File: src/rtl/hilo_muldiv.sv
// hilo_muldiv: iterative multiply/divide unit that owns the MIPS HI/LO registers.
// Radix-2 shift-add multiply and restoring divide, one bit per cycle over 32
// cycles, followed by a sign-fix/write-back cycle. MTHI/MTLO write directly.
// Optional macro HILO_FAST_MULT_EN: MULT/MULTU use a single-cycle combinational
// multiply and bypass the iterative phase; divide timing is unaffected.
module hilo_muldiv (
    input  logic        clk,
    input  logic        rst_n,
    input  logic        start,
    input  logic [4:0]  alu_control,
    input  logic [31:0] a,
    input  logic [31:0] b,
    output logic        busy,
    output logic        done,
    output logic        div_by_zero,
    output logic [31:0] hi_out,
    output logic [31:0] lo_out
);

    localparam logic [4:0] OP_MULT  = 5'b10000;
    localparam logic [4:0] OP_MULTU = 5'b10001;
    localparam logic [4:0] OP_DIV   = 5'b10010;
    localparam logic [4:0] OP_DIVU  = 5'b10011;
    localparam logic [4:0] OP_MTLO  = 5'b10101;
    localparam logic [4:0] OP_MTHI  = 5'b10110;

    typedef enum logic [1:0] {IDLE, CALC, FIX} state_t;

    state_t      state, next_state;
    logic [4:0]  cnt;

    // Operand/iteration storage; only meaningful while an op is in flight.
    logic [63:0] acc;
    logic [31:0] opnd;
    logic        op_div, div_zero, neg_q, neg_r;

    logic        is_mul, is_div, is_signed, accept;
    logic [32:0] mul_sum;
    logic [63:0] mul_next;
    logic [33:0] div_trial;
    logic [63:0] div_next;
    logic [63:0] prod_fix;
    logic [31:0] quo_fix, rem_fix;

    // Two's-complement magnitude of a 32-bit operand when treated as signed.
    function automatic logic [31:0] mag32(input logic [31:0] x, input logic sgn);
        logic signed [31:0] sx;
        sx = x;
        return (sgn && sx < 0) ? 32'(-sx) : x;
    endfunction

    function automatic logic [31:0] neg32(input logic [31:0] x, input logic neg);
        return neg ? (~x + 32'd1) : x;
    endfunction

    function automatic logic [63:0] neg64(input logic [63:0] x, input logic neg);
        return neg ? (~x + 64'd1) : x;
    endfunction

`ifdef HILO_FAST_MULT_EN
    logic signed [63:0] fast_a, fast_b, fast_prod;
    assign fast_a    = is_signed ? {{32{a[31]}}, a} : {32'd0, a};
    assign fast_b    = is_signed ? {{32{b[31]}}, b} : {32'd0, b};
    assign fast_prod = fast_a * fast_b;
`endif

    // Decode and per-iteration datapath arithmetic.
    always_comb begin
        is_mul    = (alu_control == OP_MULT) || (alu_control == OP_MULTU);
        is_div    = (alu_control == OP_DIV)  || (alu_control == OP_DIVU);
        is_signed = ~alu_control[0];
        accept    = start && (state == IDLE) && (is_mul || is_div);
        // Shift-add: conditionally add multiplicand to the upper half, shift right.
        mul_sum   = {1'b0, acc[63:32]} + (acc[0] ? {1'b0, opnd} : 33'd0);
        mul_next  = {mul_sum, acc[31:1]};
        // Restoring divide: acc = {remainder, dividend bits shifting into quotient}.
        div_trial = {1'b0, acc[63:32], acc[31]} - {2'b00, opnd};
        div_next  = div_trial[33] ? {acc[62:31], acc[30:0], 1'b0}
                                  : {div_trial[31:0], acc[30:0], 1'b1};
        prod_fix  = neg64(acc, neg_q);
        quo_fix   = neg32(acc[31:0], neg_q);
        rem_fix   = neg32(acc[63:32], neg_r);
    end

    // Next-state logic.
    always_comb begin
        next_state = state;
        case (state)
            IDLE: begin
                if (accept) begin
                    if (is_div && (b == 32'd0))
                        next_state = FIX;
`ifdef HILO_FAST_MULT_EN
                    else if (is_mul)
                        next_state = FIX;
`endif
                    else
                        next_state = CALC;
                end
            end
            CALC:    if (cnt == 5'd0) next_state = FIX;
            FIX:     next_state = IDLE;
            default: next_state = IDLE;
        endcase
    end

    // Operand latch at accept, then one multiply/divide step per CALC cycle.
    always_ff @(posedge clk) begin
        if (accept) begin
            op_div   <= is_div;
            div_zero <= is_div && (b == 32'd0);
            neg_r    <= is_signed && a[31];
            opnd     <= is_div ? mag32(b, is_signed) : mag32(a, is_signed);
`ifdef HILO_FAST_MULT_EN
            neg_q    <= is_div && is_signed && (a[31] ^ b[31]);
            acc      <= is_div ? {32'd0, mag32(a, is_signed)} : fast_prod;
`else
            neg_q    <= is_signed && (a[31] ^ b[31]);
            acc      <= is_div ? {32'd0, mag32(a, is_signed)} : {32'd0, mag32(b, is_signed)};
`endif
        end else if (state == CALC) begin
            acc <= op_div ? div_next : mul_next;
        end
    end

    // Control state, status pulses and the architectural HI/LO registers.
    always_ff @(posedge clk or negedge rst_n) begin
        if (!rst_n) begin
            state       <= IDLE;
            cnt         <= 5'd0;
            busy        <= 1'b0;
            done        <= 1'b0;
            div_by_zero <= 1'b0;
            hi_out      <= 32'd0;
            lo_out      <= 32'd0;
        end else begin
            state       <= next_state;
            busy        <= (next_state != IDLE);
            done        <= (state == FIX);
            div_by_zero <= (state == FIX) && div_zero;
            if (state == CALC)
                cnt <= cnt - 5'd1;
            else if (next_state == CALC)
                cnt <= 5'd31;
            if (start && (state == IDLE)) begin
                if (alu_control == OP_MTLO) lo_out <= a;
                if (alu_control == OP_MTHI) hi_out <= a;
            end
            if ((state == FIX) && !div_zero) begin
                if (op_div) begin
                    hi_out <= rem_fix;
                    lo_out <= quo_fix;
                end else begin
                    hi_out <= prod_fix[63:32];
                    lo_out <= prod_fix[31:0];
                end
            end
        end
    end

endmodule

File: config.mk
export PLATFORM = sky130hd
export DESIGN_NAME = hilo_muldiv
export DESIGN_NICKNAME = d
export VERILOG_FILES = /design/src/rtl/hilo_muldiv.sv
export SDC_FILE = /design/constraint.sdc
export NUM_CORES = 1
export LEC_CHECK = 0
export ABC_AREA = 1
export CAP_MARGIN = 30
export CORE_ASPECT_RATIO = 1.75
export CORE_MARGIN = 8
export CORE_UTILIZATION = 68
export CTS_BUF_LIST = sky130_fd_sc_hd__clkbuf_2 sky130_fd_sc_hd__clkbuf_4 sky130_fd_sc_hd__clkbuf_8
export DETAILED_ROUTE_END_ITERATION = 7
export DONT_BUFFER_PORTS = 1
export PLACE_DENSITY_LB_ADDON = 0.25
export REMOVE_ABC_BUFFERS = 1
export SYNTH_ARGS = -nofsm -noshare
export SYNTH_HDL_FRONTEND = slang
export SYNTH_SLANG_ARGS = --single-unit
export TNS_END_PERCENT = 30
File: constraint.sdc
create_clock -name clk -period 3.9 [get_ports clk]
set_input_delay 0.975 -clock clk [delete_from_list [all_inputs] [get_ports clk]]
set_output_delay 0.975 -clock clk [all_outputs]
set_load 0.01 [all_outputs]
Word level (Yosys, flattened, before mapping)
Index checks and enable logic that the tools add are counted.

cells by class
  add/sub/neg operators = 8
  order comparisons = 2
  equality and inequality tests = 9
  multiplexer cells = 26
  bitwise operators = 5
  reduce and logical (&&, ||, !) cells = 24

operators with widths
  operator                                                               number
  32-bit 2-to-1 mux                                                      15
  64-bit 2-to-1 mux                                                      5
  32-bit by 1-bit adder with 32-bit output, second input constant        2
  64-bit by 1-bit adder with 64-bit output, second input constant        1
  32-bit by 1-bit < comparator with 1-bit output, second input constant  2
  32-bit negation                                                        2
  32-bit inverter                                                        2
  64-bit inverter                                                        1
  33-bit by 32-bit subtractor with 34-bit output                         1
  32-bit by 32-bit adder with 33-bit output                              1
  32-bit zero test                                                       1
  5-bit == test, second input constant                                   6
  2-bit nonzero test                                                     6
  5-bit 2-to-1 mux                                                       2
  1-bit logical AND                                                      9
  2-bit 2-to-1 mux                                                       3
  5-bit zero test                                                        1
  5-bit by 1-bit subtractor with 5-bit output, second input constant     1
  2-bit by 1-bit == test with 1-bit output, second input constant        2
  2-bit case mux with 2 select lines                                     1
  2-bit AND reduction                                                    2
  1-bit logical OR                                                       3
  2-bit == test, second input constant                                   1
  2-bit zero test                                                        1
  3 further kinds                                                        3

word-level totals
  bits in registers = 174
  input port bits = 72
  output and inout bits = 67

Logic depth before layout (Yosys ltp)
  depth in word-level cells = 9
  mapped depth = 19

Worst setup path before layout
No wires, ideal clock.

  path type = input port to flip-flop
  start point = in alu_control[2]
  end point = reg acc[0], enable pin
  setup time = 0.424 ns
  data arrival time = 3.324 ns
  required time = 3.476 ns
  path slack = 0.153 ns
  stages on the path = 7
  path buffers = 2
  cell sequence = nor2_1 -> nand2_1 -> nor2_1 -> inv_1 -> clkbuf_1 -> buf_2 -> nand2_1

between the ends
  word-level cells in the longest chain between the ends = 5
  elaborated cells between the ends (all ways) = 9

RTL lines
  item                                        line    text
  from (decl)                                 10      input logic [4:0] alu_control,
  5-bit == test, on equally long branches     69, 70
  1-bit logical OR, on equally long branches  69, 70
  1-bit logical OR (*)                        72      accept = start && (state == IDLE) && (is_mul || is_div);
  1-bit logical AND (*)                       72
  2-bit nonzero test (no line) (*)            --
  to (signal assigned)                        119     acc <= is_div ? {32'd0, mag32(a, is_signed)} : {32'd0, mag32(b, is_signed)};
  to (signal assigned)                        122     acc <= op_div ? div_next : mul_next;
  to (decl)                                   33      logic [63:0] acc;

Mark *: on every way between the ends. The rest lies on a longest branch, timed or not.
A chain may end at the register's enable or synchronous reset.

Worst setup path after layout
  start point = reg acc[1]
  end point = reg hi_out[22]

between the ends
  word-level cells in the longest chain between the ends = 5

RTL lines
  item                                      line  text
  64-bit inverter                           57    return neg ? (~x + 64'd1) : x;
  64-bit by 1-bit adder with 64-bit output  57
  64-bit 2-to-1 mux                         57
  32-bit 2-to-1 mux                         150   if (op_div) begin
  32-bit 2-to-1 mux                         149   if ((state == FIX) && !div_zero) begin
  to (signal assigned)                      151   hi_out <= rem_fix;
  to (signal assigned)                      154   hi_out <= prod_fix[63:32];
  to (decl)                                 16    output logic [31:0] hi_out,

Every way passes these cells.

==> flow_metrics.tcl <==
set metrics [dict create \
    max_freq_mhz 267.9 \
    peakVddDrop_v 0.0008537 \
    clock_latency_ns 0.54 \
    startpoint_type "flip-flop" \
    synth_area_per_cell_sq_um 6.056 \
    grt_max_degree 81 \
    synth_area_leaders "nand2_1 20%, edfxtp_1 17%, dfrtp_1 10%" \
    clock-root-buffer "clkbuf_8" \
    dp_hpwl_microns 56610 \
    row_count 78 \
    grt-ovfl-total 0 \
    fin_util 0.7203 \
    ant_nets 0 \
    antenna_cells 0 \
    synth_top_area_cell "nand2_1" \
    cts_tree "built" \
    core_area_sq_mm 0.02586 \
    drcViolationCount 1 \
    ys_top_cells_by_count "967 x nand2_1, 451 x inv_1, 268 x nor2_1, 251 x nand3_1, 171 x o21ai_0" \
    worst_hold_slack_ns 0.1229 \
    max-cap-violations 0 \
    ys_seq_area_frac 0.2719 \
    grt_pass1_wl_microns 114100 \
    p_per_area_mw_per_mm2 686.6 \
    clock_tree.buffer_depth 2 \
    cts_resized 0 \
    rsz0062_at_grt "no" \
    tightest_slew_ns 1.056 \
    fillers 2338 \
    p_leak_nw 9.701 \
    drive_gt1_frac 0.03903 \
    grt_pass1_vias 20428 \
    fin_skew_ns 0.01973 \
    grt_usage 0.4699 \
    outcome "finished, violations left" \
    area_growth_pct 4.338 \
    ys_warn_count 0 \
    h-tree-depth 4 \
    gp_congestion 1.205 \
    postCtsHoldBufs 0 \
    finalCritPeriodShare 0.9571 \
    path_max_fanout 4 \
    slew_headroom 0.2936 \
    yosysUniqueCellTypes 52 \
    die_w_microns 138.5 \
    port_buffers 0 \
    antenna_found_initial 2 \
    clk_pin_slew_worst_paths_ns 0.10 \
    netlist_instances 2948 \
    violations "DRC" \
    post_cts_buffers 0 \
    worstPathArrival_ns 4.14 \
    fin_crit_ns 3.733 \
    synth_area_sq_mm 0.01785 \
    vias 21111 \
    start_util 0.6903 \
    criticalPathCategory "flip-flop to flip-flop" \
    drv_slew 0 \
    ios 139 \
    synthFlopType "edfxtp_1" \
    drt_iter0_markers 2979 \
    avgRoutedWirePerCell_microns 23.54 \
    die_height_microns 230.4 \
    numClockSinks 174 \
    setup_viol 0 \
    async_reset_ff_frac 0.4253 \
    die_area_sq_mm 0.03190 \
    synth_most_common_cell "nand2_1" \
    firstDrtPassIters 8 \
    min_path_type "primary input to asynchronous set/reset pin" \
    totalWireLength_microns 76300 \
    yosysTopAreaCellShare 0.2033 \
    via_per_inst 6.514 \
    synth_seq_cells 174 \
    worst_setup_path_end_kind "flip-flop" \
    final_hold_viol_count 0 \
    fin_setup_tns_ns 0 \
    cp.required_ns 4.31 \
    cts_buffers 17 \
    layout.nets 3051 \
    synth-edff-count 100 \
]
## through the flow
step                      worst slack, ns  power, mW  area (sq um)  instances
after CTS                          0.8828      12.36         18610       3239
after global placement             0.8775      10.60         18140       3206
after global routing               0.2808      13.64         18630       3241
after floorplan                    -4.024      8.701         17490       2859
final                              0.1673      12.79         18630       3241
after detailed placement           0.8344      10.86         18160       3207
## final cells by class
| cell class | instances | area, sq um | share of cell area |
|---|---|---|---|
| clock buffer | 18 | 241.5 | 0.01296 |
| sequential | 174 | 4855 | 0.2606 |
| inverter | 465 | 1747 | 0.09377 |
| clock inverter | 14 | 205.2 | 0.01102 |
| timing repair buffer | 30 | 262.8 | 0.01411 |
| tap | 320 | 400.4 | 0.02149 |
| multi-input combinational | 2220 | 10920 | 0.5860 |
## state kept, by name, indices dropped and copies added (netlist names), 2 cells and up
signal and cells:
acc 64, hi_out 32, lo_out 32, opnd 32
cnt 5, state 2
## cell families after synthesis
| family | Yosys count | synth area share |
|---|---|---|
| and+or+nand+nor | 1662 | 0.3920 |
| buffers and inverters | 554 | 0.1181 |
| AOI/OAI and AO/OA | 419 | 0.1340 |
| DFF | 174 | 0.2719 |
| adders and majority gates | 71 | 0.05060 |
| xor gates and xnor gates | 67 | 0.03287 |
| muxes | 1 | 0.0005607 |
## critical path, cell delays in order (launching register included)
cell and delay (ns):
edfxtp_1 0.43, inv_1 0.16, ha_1 0.20, nand3_1 0.15, inv_1 0.15, nand2_1 0.13, o21ai_1 0.61, nand2_1 0.50
nor2_2 0.67, nand4_1 0.21, nand2_1 0.11, nand2_1 0.05, nand3_1 0.12, nand2_1 0.10
## power by group
| group | switching [mW] | internal [mW] | total [mW] |
|---|---|---|---|
| Sequential | 1.08 | 2.83 | 3.91 |
| Clock | 0.805 | 0.719 | 1.52 |
| Combinational | 5.03 | 2.32 | 7.35 |
## cell usage in the layout (no fill, tap or decap), types with 8 or more instances in the layout
cell / n
nand2_1: 965
xnor2_1: 11
nor2_1: 265
nor4_1: 8
nand4_1: 86
o211ai_1: 44
dfrtp_1: 74
o21bai_1: 26
xor2_1: 56
nand3_1: 251
or2_2: 14
inv_2: 12
inv_1: 450
edfxtp_1: 100
nand3b_1: 8
buf_4: 25
ha_1: 69
a21oi_1: 124
a31oi_1: 10
nor3_1: 37
o21ai_0: 171
clkbuf_8: 17
## metal layers
layer,vias up,GRT usage,share of wire
met4,4,0.4763,0.12
met5,-,0,0.00039
met1,9465,0.4468,0.29
met2,1639,0.7747,0.46
li1,9455,-,-
met3,548,0.1523,0.13
## final timing paths
| kind | end | slack [ns] | cells past startpoint | start |
|---|---|---|---|---|
| min in group clk | cnt[0] | 0.49 | 1 | cnt[0] |
| min | lo_out[23] | 0.12 | 0 | rst_n |
| max reg2reg | hi_out[22] | 0.17 | 13 | acc[1] |
| max | hi_out[22] | 0.17 | 13 | acc[1] |
| min reg2reg | cnt[0] | 0.49 | 1 | cnt[0] |
| max in group asynchronous | lo_out[3] | 3.62 | 0 | rst_n |
Note: power is estimated with default switching activity, not from simulation.
